### src/rtl/cc_rresp_serializer_if.sv
// Request-FIFO head, memory R channel and INCT R channel of the read-response serializer.
// The slave modport is the serializer's view; the master modport is its environment's view.
interface cc_rresp_serializer_if #(
  parameter int unsigned BEAT_W  = 64,
  parameter int unsigned N_BEATS = 8
);
  localparam int unsigned LINE_W = BEAT_W * N_BEATS;

  logic              req_valid_i;
  logic              req_hit_i;
  logic [5:0]        req_offset_i;
  logic [LINE_W-1:0] req_line_i;
  logic              req_pop_o;

  logic [BEAT_W-1:0] mem_rdata_i;
  logic              mem_rlast_i;
  logic              mem_rvalid_i;
  logic              mem_rready_o;

  logic [BEAT_W-1:0] inct_rdata_o;
  logic              inct_rlast_o;
  logic              inct_rvalid_o;
  logic              inct_rready_i;

  logic              err_o;

  modport slave (
    input  req_valid_i, req_hit_i, req_offset_i, req_line_i,
    output req_pop_o,
    input  mem_rdata_i, mem_rlast_i, mem_rvalid_i,
    output mem_rready_o,
    output inct_rdata_o, inct_rlast_o, inct_rvalid_o,
    input  inct_rready_i,
    output err_o
  );

  modport master (
    output req_valid_i, req_hit_i, req_offset_i, req_line_i,
    input  req_pop_o,
    output mem_rdata_i, mem_rlast_i, mem_rvalid_i,
    input  mem_rready_o,
    input  inct_rdata_o, inct_rlast_o, inct_rvalid_o,
    output inct_rready_i,
    input  err_o
  );
endinterface

### src/rtl/cc_rresp_serializer.sv
// Serializes a cache line (hit) or passes a memory WRAP burst (miss) onto INCT, critical word first.
// Optional macro CC_RRESP_LAST_CHECK_EN: miss bursts end on mem_rlast_i and rlast misplacement sets err_o.
module cc_rresp_serializer #(
  parameter int unsigned BEAT_W  = 64,
  parameter int unsigned N_BEATS = 8
) (
  input  logic                  clk,
  input  logic                  rst,
  cc_rresp_serializer_if.slave  bus
);

  localparam int unsigned LINE_W = BEAT_W * N_BEATS;
  localparam int unsigned IDX_W  = $clog2(N_BEATS);
  localparam logic [IDX_W-1:0] LAST_IDX = IDX_W'(N_BEATS - 1);

  localparam logic [1:0] ST_IDLE = 2'd0;
  localparam logic [1:0] ST_HIT  = 2'd1;
  localparam logic [1:0] ST_MISS = 2'd2;

  logic [1:0]        state_q, state_d;
  logic [IDX_W-1:0]  cnt_q, cnt_d;
  logic [IDX_W-1:0]  start_q, start_d;
  logic [LINE_W-1:0] line_q, line_d;
`ifdef CC_RRESP_LAST_CHECK_EN
  logic              err_q, err_d;
`endif

  logic              pop_c, mem_rready_c, rvalid_c, rlast_c;
  logic [BEAT_W-1:0] rdata_c;
  logic [IDX_W-1:0]  word_idx;
  logic              last_beat, mem_hs;

  // Index arithmetic wraps naturally in IDX_W bits (word N_BEATS-1 -> word 0).
  assign word_idx  = start_q + cnt_q;
  assign last_beat = (cnt_q == LAST_IDX);
  assign mem_hs    = bus.mem_rvalid_i & bus.inct_rready_i;

  always_comb begin
    state_d      = state_q;
    cnt_d        = cnt_q;
    start_d      = start_q;
    line_d       = line_q;
`ifdef CC_RRESP_LAST_CHECK_EN
    err_d        = err_q;
`endif
    pop_c        = 1'b0;
    mem_rready_c = 1'b0;
    rvalid_c     = 1'b0;
    rlast_c      = 1'b0;
    rdata_c      = '0;

    case (state_q)
      ST_IDLE: begin
        pop_c = bus.req_valid_i;
        if (bus.req_valid_i) begin
          line_d  = bus.req_line_i;
          start_d = IDX_W'(bus.req_offset_i[5:3]);
          cnt_d   = '0;
          state_d = bus.req_hit_i ? ST_HIT : ST_MISS;
        end
      end
      ST_HIT: begin
        rvalid_c = 1'b1;
        rdata_c  = line_q[BEAT_W*word_idx +: BEAT_W];
        rlast_c  = last_beat;
        if (bus.inct_rready_i) begin
          cnt_d = cnt_q + IDX_W'(1);
          if (last_beat) state_d = ST_IDLE;
        end
      end
      ST_MISS: begin
        rvalid_c     = bus.mem_rvalid_i;
        rdata_c      = bus.mem_rdata_i;
        mem_rready_c = bus.inct_rready_i;
`ifdef CC_RRESP_LAST_CHECK_EN
        rlast_c = bus.mem_rlast_i;
        if (mem_hs) begin
          cnt_d = cnt_q + IDX_W'(1);
          if (bus.mem_rlast_i != last_beat) err_d = 1'b1;
          if (bus.mem_rlast_i) state_d = ST_IDLE;
        end
`else
        rlast_c = last_beat;
        if (mem_hs) begin
          cnt_d = cnt_q + IDX_W'(1);
          if (last_beat) state_d = ST_IDLE;
        end
`endif
      end
      default: state_d = ST_IDLE;
    endcase

    // Reset silences every handshake output in the same cycle it is asserted.
    if (rst) begin
      pop_c        = 1'b0;
      mem_rready_c = 1'b0;
      rvalid_c     = 1'b0;
      rlast_c      = 1'b0;
      rdata_c      = '0;
    end
  end

  always_ff @(posedge clk) begin
    if (rst) begin
      state_q <= ST_IDLE;
      cnt_q   <= '0;
      start_q <= '0;
      line_q  <= '0;
`ifdef CC_RRESP_LAST_CHECK_EN
      err_q   <= 1'b0;
`endif
    end else begin
      state_q <= state_d;
      cnt_q   <= cnt_d;
      start_q <= start_d;
      line_q  <= line_d;
`ifdef CC_RRESP_LAST_CHECK_EN
      err_q   <= err_d;
`endif
    end
  end

  assign bus.req_pop_o     = pop_c;
  assign bus.mem_rready_o  = mem_rready_c;
  assign bus.inct_rvalid_o = rvalid_c;
  assign bus.inct_rlast_o  = rlast_c;
  assign bus.inct_rdata_o  = rdata_c;

`ifdef CC_RRESP_LAST_CHECK_EN
  assign bus.err_o = err_q;
  logic unused_c;
  assign unused_c = ^bus.req_offset_i[2:0];
`else
  assign bus.err_o = 1'b0;
  logic unused_c;
  assign unused_c = ^{bus.req_offset_i[2:0], bus.mem_rlast_i};
`endif

endmodule

### src/flat_wrapper.sv
// flat-port wrapper written by rule: the top's interface ports become plain ports
module cc_rresp_serializer_flat 
#(
  parameter int unsigned BEAT_W  = 64,
  parameter int unsigned N_BEATS = 8
)
  (clk, rst, bus_req_valid_i, bus_req_hit_i, bus_req_offset_i, bus_req_line_i, bus_req_pop_o, bus_mem_rdata_i, bus_mem_rlast_i, bus_mem_rvalid_i, bus_mem_rready_o, bus_inct_rdata_o, bus_inct_rlast_o, bus_inct_rvalid_o, bus_inct_rready_i, bus_err_o);
  cc_rresp_serializer_if #(.BEAT_W(BEAT_W), .N_BEATS(N_BEATS)) bus_i ();
  input  logic clk;
  input  logic rst;
  input wire logic [$bits(bus_i.req_valid_i)-1:0] bus_req_valid_i;
  input wire logic [$bits(bus_i.req_hit_i)-1:0] bus_req_hit_i;
  input wire logic [$bits(bus_i.req_offset_i)-1:0] bus_req_offset_i;
  input wire logic [$bits(bus_i.req_line_i)-1:0] bus_req_line_i;
  output wire logic [$bits(bus_i.req_pop_o)-1:0] bus_req_pop_o;
  input wire logic [$bits(bus_i.mem_rdata_i)-1:0] bus_mem_rdata_i;
  input wire logic [$bits(bus_i.mem_rlast_i)-1:0] bus_mem_rlast_i;
  input wire logic [$bits(bus_i.mem_rvalid_i)-1:0] bus_mem_rvalid_i;
  output wire logic [$bits(bus_i.mem_rready_o)-1:0] bus_mem_rready_o;
  output wire logic [$bits(bus_i.inct_rdata_o)-1:0] bus_inct_rdata_o;
  output wire logic [$bits(bus_i.inct_rlast_o)-1:0] bus_inct_rlast_o;
  output wire logic [$bits(bus_i.inct_rvalid_o)-1:0] bus_inct_rvalid_o;
  input wire logic [$bits(bus_i.inct_rready_i)-1:0] bus_inct_rready_i;
  output wire logic [$bits(bus_i.err_o)-1:0] bus_err_o;
  assign bus_i.req_valid_i = bus_req_valid_i;
  assign bus_i.req_hit_i = bus_req_hit_i;
  assign bus_i.req_offset_i = bus_req_offset_i;
  assign bus_i.req_line_i = bus_req_line_i;
  assign bus_req_pop_o = bus_i.req_pop_o;
  assign bus_i.mem_rdata_i = bus_mem_rdata_i;
  assign bus_i.mem_rlast_i = bus_mem_rlast_i;
  assign bus_i.mem_rvalid_i = bus_mem_rvalid_i;
  assign bus_mem_rready_o = bus_i.mem_rready_o;
  assign bus_inct_rdata_o = bus_i.inct_rdata_o;
  assign bus_inct_rlast_o = bus_i.inct_rlast_o;
  assign bus_inct_rvalid_o = bus_i.inct_rvalid_o;
  assign bus_i.inct_rready_i = bus_inct_rready_i;
  assign bus_err_o = bus_i.err_o;
  cc_rresp_serializer #(.BEAT_W(BEAT_W), .N_BEATS(N_BEATS)) u_core (.clk(clk), .rst(rst), .bus(bus_i));
endmodule
### config.mk
export PLATFORM = sky130hd
export DESIGN_NAME = cc_rresp_serializer_flat
export DESIGN_NICKNAME = d
export VERILOG_FILES = /design/src/rtl/cc_rresp_serializer_if.sv /design/src/rtl/cc_rresp_serializer.sv /design/src/flat_wrapper.sv
export SDC_FILE = /design/constraint.sdc
export NUM_CORES = 1
export LEC_CHECK = 0
export ABC_AREA = 1
export BUFFER_PORTS_ARGS = -buffer_cell sky130_fd_sc_hd__buf_2
export CORE_UTILIZATION = 30
export CTS_BUF_LIST = sky130_fd_sc_hd__clkbuf_8
export CTS_CLUSTER_SIZE = 30
export DETAILED_ROUTE_END_ITERATION = 6
export PLACE_DENSITY = 0.5
export RECOVER_POWER = 25
export SYNTH_ARGS = -nofsm -noshare
export SYNTH_HDL_FRONTEND = slang
export SYNTH_SLANG_ARGS = --single-unit
### constraint.sdc
create_clock -name clk -period 1.8 [get_ports clk]
set_input_delay 0.09 -clock clk [delete_from_list [all_inputs] [get_ports clk]]
set_output_delay 0.09 -clock clk [all_outputs]
set_load 0.03 [all_outputs]
Word level (Yosys, flattened, before mapping)
Index checks and enable logic that the tools add are counted.
{"block": "op_classes", "mux": 20, "bitwise": 1, "n_eq_ne": 6, "n_addsub": 2, "n_shift": 1, "n_reduce_logical": 6}
{"op": "indexed part select 512 x 10 -> 64 bit", "n": 1}
{"op": "case mux 64 bit (2 select lines)", "n": 1}
{"op": "2-to-1 mux 64 bit", "n": 1}
{"op": "2-to-1 mux 2 bit", "n": 5}
{"op": "2-to-1 mux 3 bit", "n": 3}
{"op": "case mux 3 bit (3 select lines)", "n": 1}
{"op": "2-to-1 mux 1 bit", "n": 7}
{"op": "case mux 2 bit (3 select lines)", "n": 1}
{"op": "inequality test 2 bit, second input constant", "n": 2}
{"op": "AND reduction 4 bit", "n": 1}
{"op": "adder 3 x 1 -> 3 bit, second input constant", "n": 1}
{"op": "adder 3 bit", "n": 1}
{"op": "== test 3 bit, second input constant", "n": 1}
{"op": "AND reduction 3 bit", "n": 1}
{"op": "nonzero test 3 bit", "n": 1}
{"op": "== test 2 x 1 -> 1 bit, second input constant", "n": 1}
{"op": "== test 2 bit, second input constant", "n": 1}
{"op": "zero test 2 bit", "n": 1}
{"op": "inequality test 2 x 1 -> 1 bit, second input constant", "n": 1}
{"op": "case mux 1 bit (2 select lines)", "n": 1}
{"op": "AND reduction 2 bit", "n": 1}
{"op": "OR reduction 2 bit", "n": 1}
{"op": "bitwise AND 1 bit", "n": 1}
{"block": "word_totals", "elab_cells": 40, "output_inout_bits": 69, "register_bits": 520}

Logic depth before layout (Yosys ltp)
{"block": "logic_depth", "word_depth": 4, "depth_mapped": 12, "ltp_nobuf": 12}

Least setup slack after synthesis
Ideal clock, no wire load.
{"block": "synth_timing", "path_type": "reg-to-output", "start": "register u_core.cnt_q[0]", "end": "output port bus_inct_rdata_o[15]", "setup_slack_ps": -460, "arrival_time_ps": 2170, "required_time_ps": 1710, "path_stages_with_launch": 12, "cell_sequence": "dfxtp_1 > ha_1 > inv_1 > fa_1 > inv_1 > buf_2 > clkbuf_1 > nand3_1 > nand2_1 > nand2_1 > nand3_1 > a21oi_1"}
{"block": "synth_via", "elab_chain_cells": 4}
{"item": "start, declared", "line_no": "cc_rresp_serializer.sv:21", "source": "logic [IDX_W-1:0] cnt_q, cnt_d;"}
{"item": "start signal, assigned", "line_no": "cc_rresp_serializer.sv:114", "source": "cnt_q <= cnt_d;"}
{"item": "adder 3 bit", "line_no": "cc_rresp_serializer.sv:34", "source": "assign word_idx = start_q + cnt_q;"}
{"item": "indexed part select 512 x 10 -> 64 bit", "line_no": "cc_rresp_serializer.sv:64", "source": "rdata_c = line_q[BEAT_W*word_idx +: BEAT_W];"}
{"item": "case mux 64 bit (2 select lines)", "line_no": "cc_rresp_serializer.sv:52", "source": "case (state_q)"}
{"item": "2-to-1 mux 64 bit", "line_no": "cc_rresp_serializer.sv:94", "source": "if (rst) begin"}
{"item": "end, declared", "line_no": "flat_wrapper.sv:20", "source": "output wire logic [$bits(bus_i.inct_rdata_o)-1:0] bus_inct_rdata_o;"}
Every way passes these cells.

Worst setup path after layout
{"block": "layout_timing", "start": "register u_core.start_q[0]", "end": "output port bus_inct_rdata_o[36]"}
{"block": "layout_via", "elab_chain_cells": 4}
{"item": "start, declared", "line_no": "cc_rresp_serializer.sv:22", "source": "logic [IDX_W-1:0] start_q, start_d;"}
{"item": "start signal, assigned", "line_no": "cc_rresp_serializer.sv:115", "source": "start_q <= start_d;"}
{"item": "adder 3 bit", "line_no": "cc_rresp_serializer.sv:34"}
{"item": "indexed part select 512 x 10 -> 64 bit", "line_no": "cc_rresp_serializer.sv:64"}
{"item": "case mux 64 bit (2 select lines)", "line_no": "cc_rresp_serializer.sv:52"}
{"item": "2-to-1 mux 64 bit", "line_no": "cc_rresp_serializer.sv:94"}
Every way passes these cells.

==> impl_metrics.tcl <==
set metrics [dict create \
    status "finished, violations left" \
    violations "negative setup slack" \
    antenna_found_initial 7 \
    cts_root_buf "clkbuf_8" \
    use_met3_pct 3.748 \
    power_mw 58.64 \
    fp.dieH_um 284.5 \
    p_int_mw 33.36 \
    yosys_warnings 0 \
    cpPeakStageDelay_ns 0.80 \
    crit_slowest_cell "fa_4" \
    yosys-top-cells-count "nor2_1, nand2_1, dfxtp_1" \
    endpoint_kind "output pin" \
    clkPwrFrac_pct 19.2 \
    switching_power_mw 25.27 \
    min_period_ns 3.152 \
    hold_path_class "in2reg" \
    gp_congestion 0.8526 \
    syn_inst 3639 \
    synth_top_area_cell "dfxtp_1" \
    finalHoldViolations 0 \
    drtIter0Drc 1649 \
    cp.depth 12 \
    vias_per_cell 4.748 \
    multi_input_area_um2 13330 \
    async_flop_share_pct 0 \
    startpoint "u_core.start_q[0]$_SDFFE_PP0P_" \
    crit_path_max_fanout 14 \
    path_clk_slew_ns 0.06 \
    synth-edff-count 0 \
    power.share.sequential_pct 28.0 \
    setup_slack_ns -1.352 \
    use_met2_pct 41.40 \
    routed_wl_mm 105.0 \
    worstSetupStartpointType "flip-flop" \
    final_cells 5969 \
    cp.required_ns 1.71 \
    setup_viol 573 \
    grtUsageTotal_pct 24.45 \
    clock_path_buffers 3 \
    rsz0062_at_grt "yes" \
    core_um2 79000 \
    yosys_most_used_dff "dfxtp_1" \
    die_area_um2 80970 \
    p_sw_share_pct 43.10 \
    synth_area_um2 23950 \
    synth.area.top_cells "dfxtp_1, nor2_1, nand2_1" \
    htree_levels 3 \
    ios 658 \
    synth_nets 4236 \
    critPathTopFamily "adder cells" \
    rows 103 \
    fmax_mhz 317.2 \
    drt_pre_antenna_iters 6 \
    antenna_left 0 \
    p_leak_nw 17.04 \
    endpoint "bus_inct_rdata_o[36]" \
    numCtsBuffers 93 \
    grt_first_pass_wirelength_mm 155.9 \
    initial_core_util_pct 30.32 \
    area_growth_pct 63.00 \
    vias 28343 \
    globalRouteMet1Util_pct 30.45 \
    critical_path_class "reg2out" \
    grt_pass1_vias 28136 \
    fillers 7796 \
    tritoncts "done" \
    combPwrFrac_pct 52.9 \
    nets 5445 \
    ys_ff_latch 520 \
    synth_top_area_share_pct 43.47 \
    r2r_start "u_core.state_q[1]$_SDFFE_PP0P_" \
    dp_cells 5254 \
    drive_above_1_share_pct 25.83 \
    crit_buf_inv 5 \
    skew_ns 0.05054 \
    ff2ff_path_depth 8 \
    irDropWorstVdd_uv 774.5 \
    reg2reg_to "u_core.line_q[308]$_SDFFE_PP0P_" \
    ff2ff_setup_slack_ns -0.28 \
    drv_cap 0 \
    grt-ovfl-total 0 \
    die_w_um 284.5 \
    cp.arrival_ns 3.06 \
    hpwlAfterDp_mm 68.31 \
    slew_violations 0 \
    powerDensity_nw_per_um2 1502 \
    io_buffer_count 652 \
    cts_num_sinks 520 \
    synth.distinct_cells 23 \
    yosysMostFrequentCell "nor2_1" \
    seq_area_um2 10420 \
    synth_seq_area_share_pct 43.47 \
    path_cells "ha_4 -> inv_2 -> fa_4 -> inv_6 -> buf_12 -> buf_12 -> nand3_1 -> nand2_1 -> nand2_1 -> nand3_2 -> a21oi_4 -> buf_6" \
    grt_max_degree 124 \
    wl_per_cell_um 17.58 \
    drc 0 \
    insertion_delay_ns 0.69 \
    min_period_over_period_pct 175.1 \
    top_usage_layer "met2" \
    synth.avg_cell_area_um2 6.581 \
]
[per-layer routing]
layer | routed length (um) | part of all wire (%) | vias up
met5 | 27 | 0.026 | -
met4 | 4279 | 4.1 | 4
met3 | 5309 | 5.1 | 251
met2 | 50030 | 48 | 904
met1 | 45310 | 43 | 13093
li1 | - | - | 14091
[cells by family (layout without fill, tap and decap cells)]
group | count (synthesis) | after routing | share of synthesized area (%)
other cells | 1 | 8 | 0.01566
simple gates | 2196 | 2196 | 36.56
fa+ha+maj | 8 | 8 | 0.4493
compound gates | 599 | 599 | 12.54
flops | 520 | 520 | 43.47
buf+inv | 315 | 1588 | 6.964
[worst register-to-register path: cells and delay by family, from the launching register on]
kind	cells	cell delay [ns]
buf+inv	4	0.72
fa+ha+maj	1	0.20
flops	1	0.33
simple gates	2	0.24
compound gates	1	0.47
[worst min path at each step]
stage / from / end / slack (ns) / cells past startpoint
after floorplan: rst / u_core.state_q[0]$_SDFFE_PP0P_ / 0.16 / 1
after global placement: bus_req_line_i[368] / u_core.line_q[368]$_SDFFE_PP0P_ / 0.34 / 3
after detailed placement: bus_req_line_i[248] / u_core.line_q[248]$_SDFFE_PP0P_ / 0.34 / 3
after CTS: bus_req_line_i[325] / u_core.line_q[325]$_SDFFE_PP0P_ / 0.1 / 4
after global routing: bus_req_line_i[135] / u_core.line_q[135]$_SDFFE_PP0P_ / 0.15 / 4
final: bus_req_line_i[121] / u_core.line_q[121]$_SDFFE_PP0P_ / 0.17 / 4
[power by group through the flow]
stage | clock network, mW | registers (mW) | logic, mW
after detailed placement | 0 | 16.6 | 27.4
after floorplan | 0 | 16.2 | 18.0
after CTS | 11.5 | 16.4 | 29.8
final | 11.2 | 16.4 | 31.0
after global routing | 12.0 | 16.8 | 34.0
after global placement | 0 | 16.5 | 27.4
[stage by stage]
step	cell area, um2	worst slack [ns]	setup TNS (ns)	hold slack (ns)	utilization (%)
2_1_floorplan	25090	-0.1733	-10.09	0.1591	-
3_3_place_gp	30520	-0.6751	-39.87	0.3397	38.63
3_5_place_dp	30520	-0.7065	-40.86	0.3440	38.63
4_1_cts	38440	-1.433	-88.62	0.09661	48.66
5_1_grt	39030	-1.484	-191.27	0.1511	49.41
6_report	39040	-1.352	-128.21	0.1728	49.41
[repair_timing]
action,4_1_cts,5_1_grt
hold endpoints to repair,520,0
gates resized for setup,185,77
buffers inserted,7,6
endpoints found under the setup margin,76,261
hold buffers,520,0
cloned,5,13
pin swaps,30,13
[layout by cell type, fill, tap and decap left out, drive strengths merged, types with 3 or more instances in the layout]
cell and n:
inv 60, dfxtp 520, nand3 324, clkbuf 133
ha 7, clkinv 4, a21oi 76, nand2 853
o21ai 520, nor2 1019, bufbuf 3, diode 7
buf 865, dlygate4sd3 520
[sequential cells by signal, indices dropped and copies added, names as in the netlist]
register        cells
u_core.cnt_q        3
u_core.start_q      3
u_core.state_q      2
u_core.line_q     512
[final cells by class]
class                      instances  area share (%)
sequential                       520           26.68
tap                             1050           3.365
timing repair buffer            1403           30.60
inverter                          26          0.3814
antenna                            7         0.04487
clock inverter                    41          0.6154
clock buffer                     118           4.160
multi-input combinational       2804           34.15
Note: power is estimated with default switching activity, not from simulation.
